## src/rtl/comm_link_scheduler.sv

```systemverilog
// Half-duplex line scheduler: arbitrates the shared line between receiver and transmitter,
// with defer, pre/post guard intervals and a TX watchdog. Optional macro: COMM_XTALK_TEST_EN.
module comm_link_scheduler #(
    parameter int unsigned PRE_GUARD    = 20,
    parameter int unsigned POST_GUARD   = 200,
    parameter int unsigned DEFER_MAX    = 4000,
    parameter int unsigned TX_TIMEOUT   = 65535,
    parameter int unsigned CNT_W        = 16,
    parameter int unsigned XTALK_PERIOD = 4096
) (
    input  logic             i_inclk,
    input  logic             i_reset,
    input  logic             i_tx_req,
    input  logic             i_rx_decoding,
    input  logic             i_tx_busy,
    output logic             o_rx_on,
    output logic             o_comm_dac_on,
    output logic             o_tx_start,
    output logic             o_tx_abort,
    output logic             o_err_timeout,
    output logic [CNT_W-1:0] o_tx_count,
    output logic [2:0]       o_state,
    output logic             o_xtalk_trig
);

    typedef enum logic [2:0] {
        StRx    = 3'd0,
        StDefer = 3'd1,
        StPre   = 3'd2,
        StTx    = 3'd3,
        StPost  = 3'd4
    } state_e;

    // Zero-valued intervals behave as a single cycle.
    localparam int unsigned PRE_EFF   = (PRE_GUARD == 0) ? 1 : PRE_GUARD;
    localparam int unsigned POST_EFF  = (POST_GUARD == 0) ? 1 : POST_GUARD;
    localparam int unsigned DEFER_EFF = (DEFER_MAX == 0) ? 1 : DEFER_MAX;
    localparam int unsigned TO_EFF    = (TX_TIMEOUT == 0) ? 1 : TX_TIMEOUT;

    localparam logic [15:0] PRE_LAST   = 16'(PRE_EFF - 1);
    localparam logic [15:0] POST_LAST  = 16'(POST_EFF - 1);
    localparam logic [15:0] DEFER_LAST = 16'(DEFER_EFF - 1);
    localparam logic [15:0] TO_LAST    = 16'(TO_EFF - 1);

    if (PRE_GUARD > 65535 || POST_GUARD > 65535 || DEFER_MAX > 65535 ||
        TX_TIMEOUT > 65535) begin : g_bad_param
        $error("comm_link_scheduler: guard/defer/timeout parameter exceeds 16-bit counter");
    end

    state_e      r_state;
    state_e      w_state_d;
    logic [15:0] r_cnt;
    logic [15:0] w_cnt_d;
    logic        r_seen_busy;
    logic        w_seen_busy_d;
    logic        w_start;
    logic        w_abort;
    logic        w_done;
    logic        w_burst_start;

    logic             r_rx_on;
    logic             r_dac_on;
    logic             r_tx_start;
    logic             r_tx_abort;
    logic             r_err_timeout;
    logic [CNT_W-1:0] r_tx_count;

    always_comb begin
        w_state_d     = r_state;
        w_cnt_d       = r_cnt + 16'd1;
        w_seen_busy_d = r_seen_busy;
        w_start       = 1'b0;
        w_abort       = 1'b0;
        w_done        = 1'b0;
        case (r_state)
            StRx: begin
                w_cnt_d       = '0;
                w_seen_busy_d = 1'b0;
                if (i_tx_req) begin
                    w_state_d = i_rx_decoding ? StDefer : StPre;
                end
            end
            StDefer: begin
                // Withdrawal outranks both ways into PRE.
                if (!i_tx_req) begin
                    w_state_d = StRx;
                end else if (!i_rx_decoding || (r_cnt == DEFER_LAST)) begin
                    w_state_d = StPre;
                end
            end
            StPre: begin
                w_seen_busy_d = 1'b0;
                if (r_cnt == PRE_LAST) begin
                    w_state_d = StTx;
                    w_start   = 1'b1;
                end
            end
            StTx: begin
                if (i_tx_busy) begin
                    w_seen_busy_d = 1'b1;
                end
                // Normal completion wins over a simultaneous watchdog expiry.
                if (!i_tx_busy && r_seen_busy) begin
                    w_state_d = StPost;
                    w_done    = 1'b1;
                end else if (r_cnt == TO_LAST) begin
                    w_state_d = StPost;
                    w_abort   = 1'b1;
                end
            end
            StPost: begin
                if (r_cnt == POST_LAST) begin
                    w_state_d = StRx;
                end
            end
            default: begin
                w_state_d = StRx;
            end
        endcase
        if (w_state_d != r_state) begin
            w_cnt_d = '0;
        end
    end

    assign w_burst_start = ((r_state == StRx) || (r_state == StDefer)) && (w_state_d == StPre);

    always_ff @(posedge i_inclk) begin
        if (i_reset) begin
            r_state       <= StRx;
            r_cnt         <= '0;
            r_seen_busy   <= 1'b0;
            r_rx_on       <= 1'b1;
            r_dac_on      <= 1'b0;
            r_tx_start    <= 1'b0;
            r_tx_abort    <= 1'b0;
            r_err_timeout <= 1'b0;
            r_tx_count    <= '0;
        end else begin
            r_state       <= w_state_d;
            r_cnt         <= w_cnt_d;
            r_seen_busy   <= w_seen_busy_d;
            r_rx_on       <= (w_state_d == StRx) || (w_state_d == StDefer);
            r_dac_on      <= (w_state_d == StPre) || (w_state_d == StTx);
            r_tx_start    <= w_start;
            r_tx_abort    <= w_abort;
            r_err_timeout <= r_err_timeout | w_abort;
            if (w_done) begin
                r_tx_count <= r_tx_count + CNT_W'(1);
            end
        end
    end

    assign o_rx_on       = r_rx_on;
    assign o_comm_dac_on = r_dac_on;
    assign o_tx_start    = r_tx_start;
    assign o_tx_abort    = r_tx_abort;
    assign o_err_timeout = r_err_timeout;
    assign o_tx_count    = r_tx_count;
    assign o_state       = r_state;

`ifdef COMM_XTALK_TEST_EN
    localparam int unsigned XT_EFF  = (XTALK_PERIOD == 0) ? 1 : XTALK_PERIOD;
    localparam logic [15:0] XT_LAST = 16'(XT_EFF - 1);

    if (XTALK_PERIOD > 65536) begin : g_bad_xtalk
        $error("comm_link_scheduler: XTALK_PERIOD exceeds 16-bit burst counter");
    end

    logic [15:0] r_burst;
    logic        r_xtalk;

    always_ff @(posedge i_inclk) begin
        if (i_reset) begin
            r_burst <= '0;
            r_xtalk <= 1'b0;
        end else begin
            r_xtalk <= 1'b0;
            if (w_burst_start) begin
                if (r_burst == XT_LAST) begin
                    r_burst <= '0;
                    r_xtalk <= 1'b1;
                end else begin
                    r_burst <= r_burst + 16'd1;
                end
            end
        end
    end

    assign o_xtalk_trig = r_xtalk;
`else
    logic w_unused_burst;
    assign w_unused_burst = w_burst_start;
    assign o_xtalk_trig   = 1'b0;
`endif

endmodule

```

## config.mk

```make
export PLATFORM = sky130hd
export DESIGN_NAME = comm_link_scheduler
export DESIGN_NICKNAME = d
export VERILOG_FILES = /design/src/rtl/comm_link_scheduler.sv
export SDC_FILE = /design/constraint.sdc
export NUM_CORES = 1
export LEC_CHECK = 0
export ABC_AREA = 0
export BUFFER_PORTS_ARGS = -buffer_cell sky130_fd_sc_hd__buf_2
export CAP_MARGIN = 10
export CORE_MARGIN = 8
export CORE_UTILIZATION = 35
export DETAILED_ROUTE_END_ITERATION = 16
export PLACE_DENSITY = 0.63
export SLEW_MARGIN = 20
export SYNTH_ARGS = -nofsm -noshare
export SYNTH_HDL_FRONTEND = slang
export SYNTH_SLANG_ARGS = --single-unit
```

## constraint.sdc

```tcl
create_clock -name i_inclk -period 2.75 [get_ports i_inclk]
set_input_delay 0 -clock i_inclk [delete_from_list [all_inputs] [get_ports i_inclk]]
set_output_delay 0 -clock i_inclk [all_outputs]
set_load 0.005 [all_outputs]
```

==> flow_summary.toml, run 1 <==
[outcome]
outcome = "finished, final reports clean"

[final_layout]
regArea_um2 = 821
multi_input_area_um2 = 1090
post-route-util_pct = 41.1
syn2layout_area_growth_pct = 13.8
fin_cells = 328
antennaDiodeCount = 0
drive_gt1_share_pct = 16.8
nNetsFinal = 265
fillers = 557

[yosys]
synth.avg_cell_area_um2 = 8.69
synth_top_cell_by_area = "dfxtp_1"
synthTopCellsByArea = "dfxtp_1 (41%), xnor2_1 (6.2%), nor3_1 (6.0%)"
synth_top_area_share_pct = 41.3
synth_seq_cells = 41
ys_async_sr_fraction_pct = 0
synth-seq-area-share_pct = 41.3
synth_nets = 237
synth_edf_count = 0
synth_cell_types = 45
synth_flop_cell = "dfxtp_1"
syn-instance-count = 229
synth_area_um2 = 1990
yosysWarnings = 0

[clocking]
cts-root-buf = "clkbuf_8"
cts_buffers = 5
clk-insertion-delay-late_ps = 290
clk_pin_slew_ps = 70
cts_tree = "done"
htree_num_levels = 2
postCtsSetupBuffers = 0
cts.sinks = 41
holdBufCountCts = 0
cts_buffer_depth = 2
cts-resized-gates = 0

[die]
die_area_um2 = 8350
num_rows = 27
initial_core_util_pct = 36.1
chipWidth_um = 91.4
die_h_um = 91.4
ioPinCount = 30
coreArea_um2 = 5510

[critical_path]
cp_max_fo = 16
r2r-end = "r_cnt[4]"
r2r_cells = 7
start_kind = "flop"
reg2reg_from = "r_cnt[0]"
reg2reg_slack_ps = 440
endpoint_kind = "flop"
critPathRequiredTime_ps = 2930
cp.arrival_ps = 2490
worstSetupPathType = "reg2reg"

[route]
wire_per_inst_um = 13.5
vias = 1693
ant_nets = 0
drc = 0
drt-initial-drc-count = 112
drt_first_pass_iters = 4
viasPerCell = 5.16
routed_wl_um = 4440

[hold_path]
min-delay-start = "i_tx_busy"
hp-class = "in2reg"
whs_path_depth = 3
hold_end = "r_seen_busy"

[placed_design]
portBuffers = 28
gp_congestion = 0.822
post-place-cells = 322
hpwl_um = 3280

[pwr]
totalPowerFinal_mw = 1.03
p_leak_nw = 0.772
power_density_nw_per_um2 = 455
peakVddDrop_v = 0.000224

[global_route]
grt_overflow = 0
grt_use_total_pct = 11.2
antenna_found_initial = 0
grt_pass1_wl_um = 7850
grt_pass1_vias = 1639
grt_max_degree = 23

[run]
maxCapViolCount = 0

[timing]
final_hold_viol_count = 0
fmax_mhz = 433
finalCritPeriodShare_pct = 84.1
report.final.slew_viol_count = 0
min_period_ps = 2310
skew_ps = 4.57
setup-tns-final_ps = 0
rsz0062_at_grt = "false"
setup_viol_count_final = 0
-- state kept, by name, indices dropped and copies added, names as in the netlist --
| signal | cells |
|---|---|
| o_tx_count | 16 |
| r_cnt | 16 |
| o_state | 3 |
| o_comm_dac_on | 1 |
| o_err_timeout | 1 |
| o_rx_on | 1 |
| o_tx_abort | 1 |
| o_tx_start | 1 |
| r_seen_busy | 1 |
-- cell type report --
class / instances / area share (%)
flip-flops and latches: 41 / 36.3
inverters: 7 / 1.16
clock buffers: 5 / 3.04
repair buffers: 31 / 7.19
well taps: 72 / 3.98
clock inverters: 1 / 0.221
multi-input cells: 171 / 48.1
-- synth_stat cells, drive strengths merged, types with 3 or more instances --
library cell   n
a21oi          8
buf            5
clkbuf         5
dfxtp         41
ha             3
inv            7
nand2          9
nand2b         4
nand3         17
nand4          6
nor2          20
nor2b          3
nor3          24
nor4           6
o21ai          7
or3            9
xnor2         14
xor2          10
-- how the worst max path moves through the flow --
| stage | start | end | slack (ps) |
|---|---|---|---|
| floorplan | r_cnt[0] | r_cnt[10] | 600 |
| global placement | r_cnt[0] | r_cnt[3] | 480 |
| detailed placement | r_cnt[0] | r_cnt[4] | 460 |
| CTS | r_cnt[0] | r_cnt[4] | 440 |
| global route | r_cnt[0] | r_cnt[14] | 260 |
| finish | r_cnt[0] | r_cnt[4] | 440 |
-- routing by layer --
metal  share of wire (%)  up-vias  global-route usage (%)
met5                   0        -                       0
met1                  46      785                    13.7
li1                    -      870                       -
met2                  47       30                    17.9
met3                 5.3        8                    3.70
met4                 1.4        0                    3.68
-- worst max-delay path, stage by stage (launching register included) --
cell and delay (ps):
dfxtp_1 390, ha_1 260, or4b_4 510, nor4_2 380
nand3b_1 190, and3_1 170, buf_4 210, nor3_1 90
-- cell usage in the layout, fill, tap and decap left out, types with 3 or more instances in the layout --
cell type,count
nand2b_1,3
inv_1,7
nand2_1,9
o21ai_0,7
xor2_1,10
buf_4,3
nor2_1,20
nand3_1,17
ha_1,3
or3_1,9
nand4_1,6
nor2b_1,3
clkbuf_8,5
a21oi_1,8
nor4_1,4
xnor2_1,14
dfxtp_1,41
nor3_1,24
buf_2,28
-- stage by stage --
| stage | setup WS (ps) | area, µm² | hold slack, ps |
|---|---|---|---|
| 6_report | 438 | 2260 | 38.3 |
| 5_1_grt | 262 | 2260 | 50.9 |
| 4_1_cts | 439 | 2260 | 33.1 |
| 3_5_place_dp | 456 | 2190 | 344 |
| 3_3_place_gp | 479 | 2190 | 316 |
| 2_1_floorplan | 598 | 1990 | 189 |
-- power breakdown --
part | internal (mW) | switching [mW]
logic | 0.0233 | 0.0373
clock network | 0.167 | 0.194
registers | 0.599 | 0.00852
total | 0.790 | 0.240
-- logic make-up after synthesis --
kind of cell	after synthesis	synth area share [%]
other	1	0.188
DFF	41	41.3
adders and majority gates	3	1.89
xor gates and xnor gates	24	10.6
buffers and inverters	17	3.96
AOI/OAI and AO/OA	25	7.92
muxes	1	0.503
and+or+nand+nor	117	33.7
(Power assumes the default switching activity.)
==> run 2: changes to the inputs <==
- ABC_AREA: 0 -> 1
- PLACE_DENSITY: 0.63 -> 0.65
- clock period: 2.75 -> 2 ns (I/O delays scaled with it)
==> flow_summary.toml, run 2 <==
[clocking]
cts_tree = "done"
clk-insertion-delay-late_ps = 300
cts_buffers = 5
cts.sinks = 41
cts-root-buf = "clkbuf_8"
clk_pin_slew_ps = 80
htree_num_levels = 2
cts_buffer_depth = 2

[placed_design]
portBuffers = 28
hpwl_um = 3640
pre_cts_slack_ps = 210
place_area_um2 = 2460
gp_congestion = 0.873

[route]
drt-initial-drc-count = 117
vias = 1878
viasPerCell = 4.56
wire_per_inst_um = 11.2
drc = 0
routed_wl_um = 4630
drt_first_pass_iters = 4
ant_nets = 0

[yosys]
synth_flop_cell = "dfxtp_1"
synth_top_area_share_pct = 37.1
ys_async_sr_fraction_pct = 0
synthTopCellsByArea = "dfxtp_1 (37%), nand2_1 (9.2%), nor2_1 (8.1%)"
syn-instance-count = 299
synth_nets = 307
synthTopCellsByCount = "nand2_1 (54), nor2_1 (48), dfxtp_1 (41)"
yosysMostFrequentCell = "nand2_1"
synth_top_cell_by_area = "dfxtp_1"
synth_cell_types = 33
synth-seq-area-share_pct = 37.1
synth_edf_count = 0
synth_area_um2 = 2210
synth.avg_cell_area_um2 = 7.40
yosysWarnings = 0
synth_seq_cells = 41

[critical_path]
r2r-end = "r_cnt[14]"
endpoint_kind = "flop"
cp.arrival_ps = 2020
reg2reg_slack_ps = 170
worstSetupPathType = "reg2reg"
critPathRequiredTime_ps = 2190
cp_max_fo = 7
r2r_cells = 12
start_kind = "flop"
reg2reg_from = "r_cnt[0]"

[pwr]
peakVddDrop_v = 0.000274
totalPowerFinal_mw = 1.57
power_density_nw_per_um2 = 608
p_leak_nw = 1.02

[hold_path]
hp-class = "in2reg"
whs_path_depth = 2
hold_end = "o_tx_count[9]"
min-delay-start = "i_reset"

[outcome]
outcome = "finished, final reports clean"

[die]
die_area_um2 = 9130
die_h_um = 95.5
initial_core_util_pct = 35.5
num_rows = 29
chipWidth_um = 95.5
coreArea_um2 = 6240
ioPinCount = 30

[final_layout]
nNetsFinal = 342
final_cell_mix = "nand2_1 (54), nor2_1 (48), dfxtp_1 (41)"
antennaDiodeCount = 0
drive_gt1_share_pct = 21.8
final_common_cell = "nand2_1"
syn2layout_area_growth_pct = 16.6
final_area_um2 = 2580

[global_route]
grt_pass1_wl_um = 7870
grt_max_degree = 16
grt_pass1_vias = 1732
grt_use_total_pct = 10.9
antenna_found_initial = 0
grt_overflow = 0

[timing]
final_hold_viol_count = 0
setup_viol_count_final = 0
rsz0062_at_grt = "false"
finalCritPeriodShare_pct = 91.4
report.final.slew_viol_count = 0
min_period_ps = 1830
fmax_mhz = 547
skew_ps = 12.0
layout_setup_ws_ps = 172
setup-tns-final_ps = 0

[run]
maxCapViolCount = 0
run 2: worst max-delay path by stage:
stage / start / end / slack, ps / cells past startpoint
floorplan: r_cnt[0] / r_cnt[5] / 330 / 12
global placement: r_cnt[0] / r_cnt[14] / 250 / 12
detailed placement: r_cnt[0] / r_cnt[14] / 210 / 12
CTS: r_cnt[0] / r_cnt[14] / 190 / 12
global route: r_cnt[0] / r_cnt[14] / 2 / 12
finish: r_cnt[0] / r_cnt[14] / 170 / 12
run 2: power breakdown:
| part | internal, mW | switching, mW | total [mW] |
|---|---|---|---|
| clock | 0.319 | 0.300 | 0.619 |
| sequential | 0.826 | 0.0112 | 0.837 |
| combinational | 0.0454 | 0.0665 | 0.112 |
run 2: cell type report:
| type | count | area, µm² |
|---|---|---|
| Timing Repair Buffer | 32 | 198 |
| Sequential cell | 41 | 821 |
| Inverter | 38 | 143 |
| Clock buffer | 7 | 96.3 |
| Multi-Input combinational cell | 216 | 1220 |
| Tap cell | 77 | 96.3 |
| Clock inverter | 1 | 8.76 |
| Fill cell | 665 | 3660 |
run 2: logic make-up (layout without fill, tap and decap cells):
family	count (synthesis)	in the layout	share of synthesized area (%)
AOI/OAI and AO/OA	25	25	6.11
xor gates and xnor gates	20	20	7.91
adders and majority gates	3	3	1.70
buffers and inverters	42	78	8.03
DFF	41	41	37.1
other	1	1	0.169
and+or+nand+nor	167	167	39.0
run 2: what timing repair did:
action | CTS | global route
setup endpoints to repair | 0 | 9
hold endpoints to repair | 1 | 0
gates resized for setup | 0 | 1
buffers inserted | 0 | 0
hold buffers | 1 | 0
run 2: per-stage QoR:
stage | instances | hold slack [ps] | util, %
final | 412 | 45.7 | 41.3
after global routing | 412 | 62.2 | 41.3
after CTS | 412 | 43.4 | 41.3
after detailed placement | 403 | 273 | 39.5
after global placement | 403 | 266 | 39.5
after floorplan | 299 | 77.6 | -
run 2: worst max-delay path, cell delays in order, from the launching register on:
cell and delay, ps:
dfxtp_1 400, ha_2 240, inv_1 70, nor2_1 170, and2_1 150, nand2_1 70
nand3_2 80, nand3_1 70, nand2_1 70, nand2_2 60, nand2_4 120, buf_12 150
nor2_1 40
run 2: routing by layer:
layer,GRT usage [%],vias up,wire (µm)
met1,13.8,826,2270
li1,-,1009,-
met2,15.9,33,1990
met3,3.31,10,241
met4,6.53,0,124
met5,0,-,0
